File: config.mk
export PLATFORM = sky130hd
export DESIGN_NAME = uart_rx_param
export DESIGN_NICKNAME = d
export VERILOG_FILES = /design/src/rtl/uart_pkg.sv /design/src/rtl/uart_rx_fifo.sv /design/src/rtl/uart_rx_param.sv
export SDC_FILE = /design/constraint.sdc
export NUM_CORES = 1
export LEC_CHECK = 0
export BUFFER_PORTS_ARGS = -buffer_cell sky130_fd_sc_hd__buf_4
export CORE_ASPECT_RATIO = 1.1
export CORE_MARGIN = 4
export CORE_UTILIZATION = 30
export CTS_CLUSTER_DIAMETER = 100
export DETAILED_ROUTE_END_ITERATION = 10
export PLACE_DENSITY = 0.45
export SETUP_SLACK_MARGIN = 0.3
export SLEW_MARGIN = 5
export SYNTH_ARGS = -nofsm -noshare
export SYNTH_HDL_FRONTEND = slang
export SYNTH_SLANG_ARGS = --single-unit
File: constraint.sdc
create_clock -name clk -period 2.35 [get_ports clk]
set_clock_uncertainty 0.2 [all_clocks]
set_input_delay 0.47 -clock clk [delete_from_list [all_inputs] [get_ports clk]]
set_output_delay 0.47 -clock clk [all_outputs]
set_load 0.1 [all_outputs]
File: src/rtl/uart_pkg.sv
// Shared types and helpers for the parametrised UART receiver.
// UART_RX_PARITY_EN adds the PARITY state and the parity check helper.
package uart_pkg;

`ifdef UART_RX_PARITY_EN
  typedef enum logic [2:0] {
    ST_IDLE   = 3'd0,
    ST_START  = 3'd1,
    ST_DATA   = 3'd2,
    ST_PARITY = 3'd3,
    ST_STOP   = 3'd4
  } uart_rx_state_t;
`else
  typedef enum logic [2:0] {
    ST_IDLE  = 3'd0,
    ST_START = 3'd1,
    ST_DATA  = 3'd2,
    ST_STOP  = 3'd4
  } uart_rx_state_t;
`endif

  function automatic logic maj3(input logic a, input logic b, input logic c);
    return (a & b) | (a & c) | (b & c);
  endfunction

`ifdef UART_RX_PARITY_EN
  // Data is zero-extended to 8 bits, which leaves its XOR reduction unchanged.
  function automatic logic parity_bad(input logic [7:0] data, input logic pbit, input logic odd);
    return ((^data) ^ pbit) != odd;
  endfunction
`endif

endpackage

File: src/rtl/uart_rx_fifo.sv
// Show-ahead receive FIFO; a write to a full FIFO is dropped and flagged
// as overrun unless the head is popped in the same cycle.
module uart_rx_fifo #(
  parameter int WIDTH = 8,
  parameter int DEPTH = 4
) (
  input  logic                     clk,
  input  logic                     reset,
  input  logic                     wr_en,
  input  logic [WIDTH-1:0]         wr_data,
  input  logic                     rd_en,
  output logic [WIDTH-1:0]         rd_data,
  output logic                     rd_valid,
  output logic [$clog2(DEPTH):0]   count,
  output logic                     overrun
);
  localparam int AW = $clog2(DEPTH);
  localparam logic [AW:0]   FULL_CNT = (AW+1)'(DEPTH);
  localparam logic [AW:0]   CNT_ONE  = (AW+1)'(1);
  localparam logic [AW-1:0] PTR_ONE  = AW'(1);

  logic [WIDTH-1:0] mem_r [DEPTH];
  logic [AW-1:0]    wptr_r, rptr_r;
  logic [AW:0]      count_r, count_n;
  logic             valid_r, ovr_r;
  logic             full_s, pop_s, push_s;

  assign full_s = (count_r == FULL_CNT);
  assign pop_s  = rd_en && valid_r;
  assign push_s = wr_en && (!full_s || pop_s);

  // Next occupancy from the accepted push/pop pair.
  always_comb begin
    count_n = count_r;
    case ({push_s, pop_s})
      2'b10:   count_n = count_r + CNT_ONE;
      2'b01:   count_n = count_r - CNT_ONE;
      default: count_n = count_r;
    endcase
  end

  // Storage array; no reset needed since reads are gated by rd_valid.
  always_ff @(posedge clk) begin
    if (push_s) mem_r[wptr_r] <= wr_data;
  end

  // Pointers, occupancy and status flags.
  always_ff @(posedge clk or posedge reset) begin
    if (reset) begin
      wptr_r  <= '0;
      rptr_r  <= '0;
      count_r <= '0;
      valid_r <= 1'b0;
      ovr_r   <= 1'b0;
    end else begin
      if (push_s) wptr_r <= wptr_r + PTR_ONE;
      if (pop_s)  rptr_r <= rptr_r + PTR_ONE;
      count_r <= count_n;
      valid_r <= (count_n != '0);
      ovr_r   <= wr_en && full_s && !pop_s;
    end
  end

  assign rd_data  = mem_r[rptr_r];
  assign rd_valid = valid_r;
  assign count    = count_r;
  assign overrun  = ovr_r;

endmodule

File: src/rtl/uart_rx_param.sv
// Oversampling UART receiver with majority-vote bit decisions and a receive FIFO.
// Define UART_RX_PARITY_EN to receive and check one parity bit per frame.
module uart_rx_param
  import uart_pkg::*;
#(
  parameter int DATA_BITS  = 8,
  parameter int OVERSAMPLE = 16,
  parameter int STOP_BITS  = 1,
  parameter int FIFO_DEPTH = 4,
  parameter int PARITY_ODD = 0
) (
  input  logic                          clk,
  input  logic                          reset,
  input  logic                          serial_in,
  input  logic                          rd_en,
  output logic [DATA_BITS-1:0]          rd_data,
  output logic                          rd_valid,
  output logic [$clog2(FIFO_DEPTH):0]   fifo_count,
  output logic                          busy,
  output logic                          frame_err,
  output logic                          parity_err,
  output logic                          overrun
);
  localparam int CW = $clog2(OVERSAMPLE);
  localparam int IW = $clog2(DATA_BITS);
  localparam logic [CW-1:0] MID_LO  = CW'(OVERSAMPLE/2 - 1);
  localparam logic [CW-1:0] MID     = CW'(OVERSAMPLE/2);
  localparam logic [CW-1:0] MID_HI  = CW'(OVERSAMPLE/2 + 1);
  localparam logic [CW-1:0] LAST    = CW'(OVERSAMPLE - 1);
  localparam logic [CW-1:0] CNT_ONE = CW'(1);
  localparam logic [IW-1:0] IDX_ONE = IW'(1);

  logic                 sync1_r, sync2_r, rx_prev_r;
  uart_rx_state_t       state_r, state_n;
  logic [CW-1:0]        cnt_r;
  logic [1:0]           samp_r;
  logic [IW-1:0]        bit_idx_r;
  logic                 stop_idx_r;
  logic [DATA_BITS-1:0] shreg_r;
  logic                 push_r, ferr_r, busy_r;
  logic                 bit_s, dec_s, end_s, bit_last_s, stop_last_s;
  logic                 shift_s, push_s, ferr_s;
`ifdef UART_RX_PARITY_EN
  logic                 perr_s, perr_r, par_bad_r;
`endif

  // Two-flop synchronizer plus one history flop for falling-edge detection.
  always_ff @(posedge clk or posedge reset) begin
    if (reset) begin
      sync1_r   <= 1'b1;
      sync2_r   <= 1'b1;
      rx_prev_r <= 1'b1;
    end else begin
      sync1_r   <= serial_in;
      sync2_r   <= sync1_r;
      rx_prev_r <= sync2_r;
    end
  end

  // The third vote is the live sample, so the decision lands on MID_HI.
  assign bit_s       = maj3(samp_r[0], samp_r[1], sync2_r);
  assign dec_s       = (cnt_r == MID_HI);
  assign end_s       = (cnt_r == LAST);
  assign bit_last_s  = (bit_idx_r == IW'(DATA_BITS - 1));
  assign stop_last_s = (stop_idx_r == 1'(STOP_BITS - 1));

  // Next-state and per-cycle strobes.
  always_comb begin
    state_n = state_r;
    shift_s = 1'b0;
    push_s  = 1'b0;
    ferr_s  = 1'b0;
`ifdef UART_RX_PARITY_EN
    perr_s  = 1'b0;
`endif
    case (state_r)
      ST_IDLE: begin
        if (rx_prev_r && !sync2_r) state_n = ST_START;
        else                       state_n = ST_IDLE;
      end
      ST_START: begin
        if (dec_s && bit_s) state_n = ST_IDLE;
        else if (end_s)     state_n = ST_DATA;
        else                state_n = ST_START;
      end
      ST_DATA: begin
        shift_s = dec_s;
`ifdef UART_RX_PARITY_EN
        if (end_s && bit_last_s) state_n = ST_PARITY;
`else
        if (end_s && bit_last_s) state_n = ST_STOP;
`endif
        else                     state_n = ST_DATA;
      end
`ifdef UART_RX_PARITY_EN
      ST_PARITY: begin
        perr_s = dec_s && parity_bad(8'(shreg_r), bit_s, 1'(PARITY_ODD));
        if (end_s) state_n = ST_STOP;
        else       state_n = ST_PARITY;
      end
`endif
      ST_STOP: begin
        if (dec_s && !bit_s) begin
          ferr_s  = 1'b1;
          state_n = ST_IDLE;
        end else if (dec_s && stop_last_s) begin
`ifdef UART_RX_PARITY_EN
          push_s  = !par_bad_r;
`else
          push_s  = 1'b1;
`endif
          state_n = ST_IDLE;
        end else begin
          state_n = ST_STOP;
        end
      end
      default: state_n = ST_IDLE;
    endcase
  end

  // FSM state, bit timing, shift register and registered pulses.
  always_ff @(posedge clk or posedge reset) begin
    if (reset) begin
      state_r    <= ST_IDLE;
      cnt_r      <= '0;
      samp_r     <= 2'b11;
      bit_idx_r  <= '0;
      stop_idx_r <= 1'b0;
      shreg_r    <= '0;
      push_r     <= 1'b0;
      ferr_r     <= 1'b0;
      busy_r     <= 1'b0;
`ifdef UART_RX_PARITY_EN
      perr_r     <= 1'b0;
      par_bad_r  <= 1'b0;
`endif
    end else begin
      state_r <= state_n;
      busy_r  <= (state_n != ST_IDLE);
      push_r  <= push_s;
      ferr_r  <= ferr_s;
      if (state_r == ST_IDLE || end_s) cnt_r <= '0;
      else                             cnt_r <= cnt_r + CNT_ONE;
      if (cnt_r == MID_LO) samp_r[0] <= sync2_r;
      if (cnt_r == MID)    samp_r[1] <= sync2_r;
      if (state_r != ST_DATA) bit_idx_r <= '0;
      else if (end_s)         bit_idx_r <= bit_idx_r + IDX_ONE;
      if (state_r != ST_STOP) stop_idx_r <= 1'b0;
      else if (end_s)         stop_idx_r <= 1'b1;
      if (shift_s) shreg_r <= {bit_s, shreg_r[DATA_BITS-1:1]};
`ifdef UART_RX_PARITY_EN
      perr_r <= perr_s;
      if (state_r == ST_IDLE) par_bad_r <= 1'b0;
      else if (perr_s)        par_bad_r <= 1'b1;
`endif
    end
  end

  uart_rx_fifo #(
    .WIDTH (DATA_BITS),
    .DEPTH (FIFO_DEPTH)
  ) u_fifo (
    .clk      (clk),
    .reset    (reset),
    .wr_en    (push_r),
    .wr_data  (shreg_r),
    .rd_en    (rd_en),
    .rd_data  (rd_data),
    .rd_valid (rd_valid),
    .count    (fifo_count),
    .overrun  (overrun)
  );

  assign busy      = busy_r;
  assign frame_err = ferr_r;
`ifdef UART_RX_PARITY_EN
  assign parity_err = perr_r;
`else
  assign parity_err = 1'b0;
`endif

endmodule
==> impl_metrics.py <==
metrics = {
    "timing": {
        "setup_violations": 0,
        "fin_hold_ws_ns": 0.0444,
        "maxSlewViolCount": 0,
        "setup_tns_ns": 0,
        "fmax_mhz": 444,
        "rsz0062_at_grt": "yes",
        "final.min_clock_period_ns": 2.25,
        "finalCritPeriodShare_pct": 95.8,
        "setup_slack_ns": 0.0986,
        "hold_viol": 0,
    },
    "worst_hold_path": {
        "hold_class": "in -> reg",
        "hold_path.startpoint": "serial_in",
    },
    "cts": {
        "clk_latency_ns": 0.33,
        "cts_sinks": 68,
        "cts_tree": "yes",
        "cts_buffers": 9,
        "cts_max_level": 3,
        "clkSlewWorstSetupHoldPaths_ns": 0.07,
        "clockRootBuffer": "clkbuf_8",
        "cts_hold_buf": 0,
        "clock_path_buffers": 2,
    },
    "detailed_routing": {
        "first_pass_iters": 4,
        "final_antenna_net_count": 0,
        "wl_per_cell_um": 14.0,
        "drcViolationCount": 0,
        "vias": 1522,
        "routed_wl_um": 4850,
        "drt_iter0_drc": 59,
        "vias_per_cell": 4.40,
    },
    "finish": {
        "area.sequential_um2": 1880,
        "fin_area_um2": 3490,
        "n_antenna_cell": 0,
        "drive_above_1_share_pct": 36.2,
        "num-nets-final": 238,
        "n_fill_cell": 904,
        "syn_to_final_growth_pct": 22.4,
        "final_cell_count_no_fill": 346,
        "multi_input_area_um2": 937,
    },
    "synth": {
        "yosysSeqAreaShare_pct": 65.5,
        "ys_ff_latch": 68,
        "synth_top_family_by_area": "multiplexers",
        "synth_edf_count": 32,
        "ys_types": 42,
        "synthSimpleGateAreaFrac_pct": 10.3,
        "netlist_top_cells_area": "edfxtp_1 (34%), dfrtp_1 (27%), mux4_2 (6.3%)",
        "synthArstFlopShare_pct": 52.9,
        "yosysTopAreaCell": "edfxtp_1",
        "synth_adder_area_share_pct": 5.00,
        "synth_top_area_share_pct": 33.7,
        "synthCells": 187,
        "synth-compound-area-share_pct": 3.90,
        "ys_warn_count": 0,
        "syn_nets": 201,
        "synthMuxAreaShare_pct": 11.0,
        "synth_xor_area_share_pct": 2.15,
        "synth_area_um2": 2850,
        "syn_area_per_cell_um2": 15.3,
        "ys.flop_type": "edfxtp_1",
    },
    "critical_path": {
        "r2r_start": "u_fifo.rd_valid",
        "crit_path_max_fanout": 4,
        "worst_ep_arrival_time_ns": 1.58,
        "crit_type": "reg -> out",
        "cp-end-kind": "output pin",
        "start_kind": "flop",
        "critPathLaunch": "u_fifo.rptr_r[0]",
        "required_ns": 1.68,
    },
    "global_route": {
        "grtUsageTotal_pct": 10.0,
        "grt_pass1_vias": 1660,
        "grt_overflow": 0,
        "grt_max_degree": 37,
        "grt_pass1_wl_um": 8380,
        "antenna_found_initial": 0,
    },
    "placement": {
        "port_buffers": 18,
        "gp_congestion": 0.748,
        "dp_hpwl_um": 3330,
        "placed_area_um2": 3200,
        "dp_cells": 328,
        "dp_slack_ns": 0.166,
    },
    "run": {
        "max_cap_viol_count": 0,
    },
    "pwr": {
        "leakagePower_nw": 1.44,
        "ir_drop_mv": 0.450,
        "pwr_density_cell_nw_per_um2": 1040,
    },
    "die": {
        "rows": 37,
        "die_area_um2": 11100,
        "core_um2": 9310,
        "fp.dieH_um": 110,
        "io_pins": 20,
        "initial_utilization_pct": 30.7,
        "dieWidth_um": 101,
    },
    "outcome": {
        "status": "finished clean",
    },
}
==> final cells by class <==
type | count | share of cell area [%]
well taps | 117 | 4.19
inverters | 7 | 0.753
flip-flops and latches | 68 | 53.8
clock inverters | 6 | 2.51
repair buffers | 31 | 7.99
clock buffers | 10 | 3.94
multi-input cells | 107 | 26.8
==> registers in the layout, indices dropped and copies added (netlist names), 2 cells and up <==
register,cells
bit_idx_r,3
u_fifo.wptr_r,2
shreg_r,8
cnt_r,4
samp_r,2
state_r,3
u_fifo.count,3
u_fifo.rptr_r,2
u_fifo.mem_r,32
==> cells in the mapped netlist, drive strengths merged (3+ instances only) <==
cell type and n:
a21oi 4, and2 4, buf 3, dfrtp 31, dfstp 5, edfxtp 32, ha 9, inv 7
mux2 11, mux4 8, nand2 14, nand3 4, nand3b 4, nor2 11, nor3b 3, o21ai 3
or3b 3, xnor2 6
==> cell families (layout without fill, tap and decap cells) <==
| kind of cell | after synthesis | count (layout) |
|---|---|---|
| AND/OR/NAND/NOR | 52 | 52 |
| AO/OA/AOI/OAI | 16 | 16 |
| XOR/XNOR | 7 | 7 |
| other | 1 | 1 |
| adder cells (fa/ha/maj) | 11 | 11 |
| buffers and inverters | 12 | 54 |
| flip-flops | 68 | 68 |
| multiplexers | 20 | 20 |
==> placed cells by master (no fill, tap or decap), types with 3 or more instances in the layout <==
cell type  instances
inv_1              7
or3b_1             3
a21oi_1            3
buf_4             21
o21ai_0            3
nand3_1            4
ha_1               9
clkbuf_8          10
nand2_1           14
nand3b_1           4
mux4_2             8
edfxtp_1          32
mux2_2            11
buf_6              9
dfrtp_2            4
and2_1             4
nor3b_1            3
nor2_1            10
xnor2_1            6
dfrtp_1           26
dfstp_2            5
==> where the power goes <==
group	internal (mW)	total (mW)	switching, mW
clock network	0.626	1.07	0.448
registers	1.39	1.56	0.175
logic	0.395	1.01	0.611
total	2.41	3.64	1.23
==> metrics by stage <==
| stage | total power [mW] | utilization [%] |
|---|---|---|
| floorplan | 2.33 | - |
| global placement | 2.56 | 34.4 |
| detailed placement | 2.57 | 34.4 |
| CTS | 3.70 | 37.4 |
| global route | 3.86 | 37.5 |
| finish | 3.64 | 37.5 |
==> per-layer routing <==
layer,global-route usage (%),vias to the layer above,wire length (µm)
met5,0,-,0
met4,5.13,0,59
met3,3.02,4,151
met2,17.0,17,2540
met1,11.5,749,2100
li1,-,752,-
==> critical path, cell delays in order, from the launching register on <==
cell and delay [ns]:
dfrtp_1 0.38, buf_6 0.14, mux4_2 0.54, buf_12 0.19
==> what timing repair did <==
action,in CTS,in global routing
endpoints found under the setup margin,9,41
buffers inserted,2,0
hold endpoints to repair,0,0
resized for setup,13,1
pin swaps,4,2
==> path summary, 6_finish.rpt <==
| path | endpoint | cells past startpoint | slack, ns |
|---|---|---|---|
| worst max-delay path | rd_data[7] | 3 | 0.1 |
| worst min-delay path | sync1_r | 1 | 0.04 |
| worst max register to register | u_fifo.rd_valid | 4 | 0.35 |
| worst min register to register | sync2_r | 0 | 0.16 |
| max in group asynchronous | u_fifo.rd_valid | 3 | 1.53 |
| min in group asynchronous | cnt_r[3] | 3 | 0.05 |
Power figures use the tool's default switching activity.
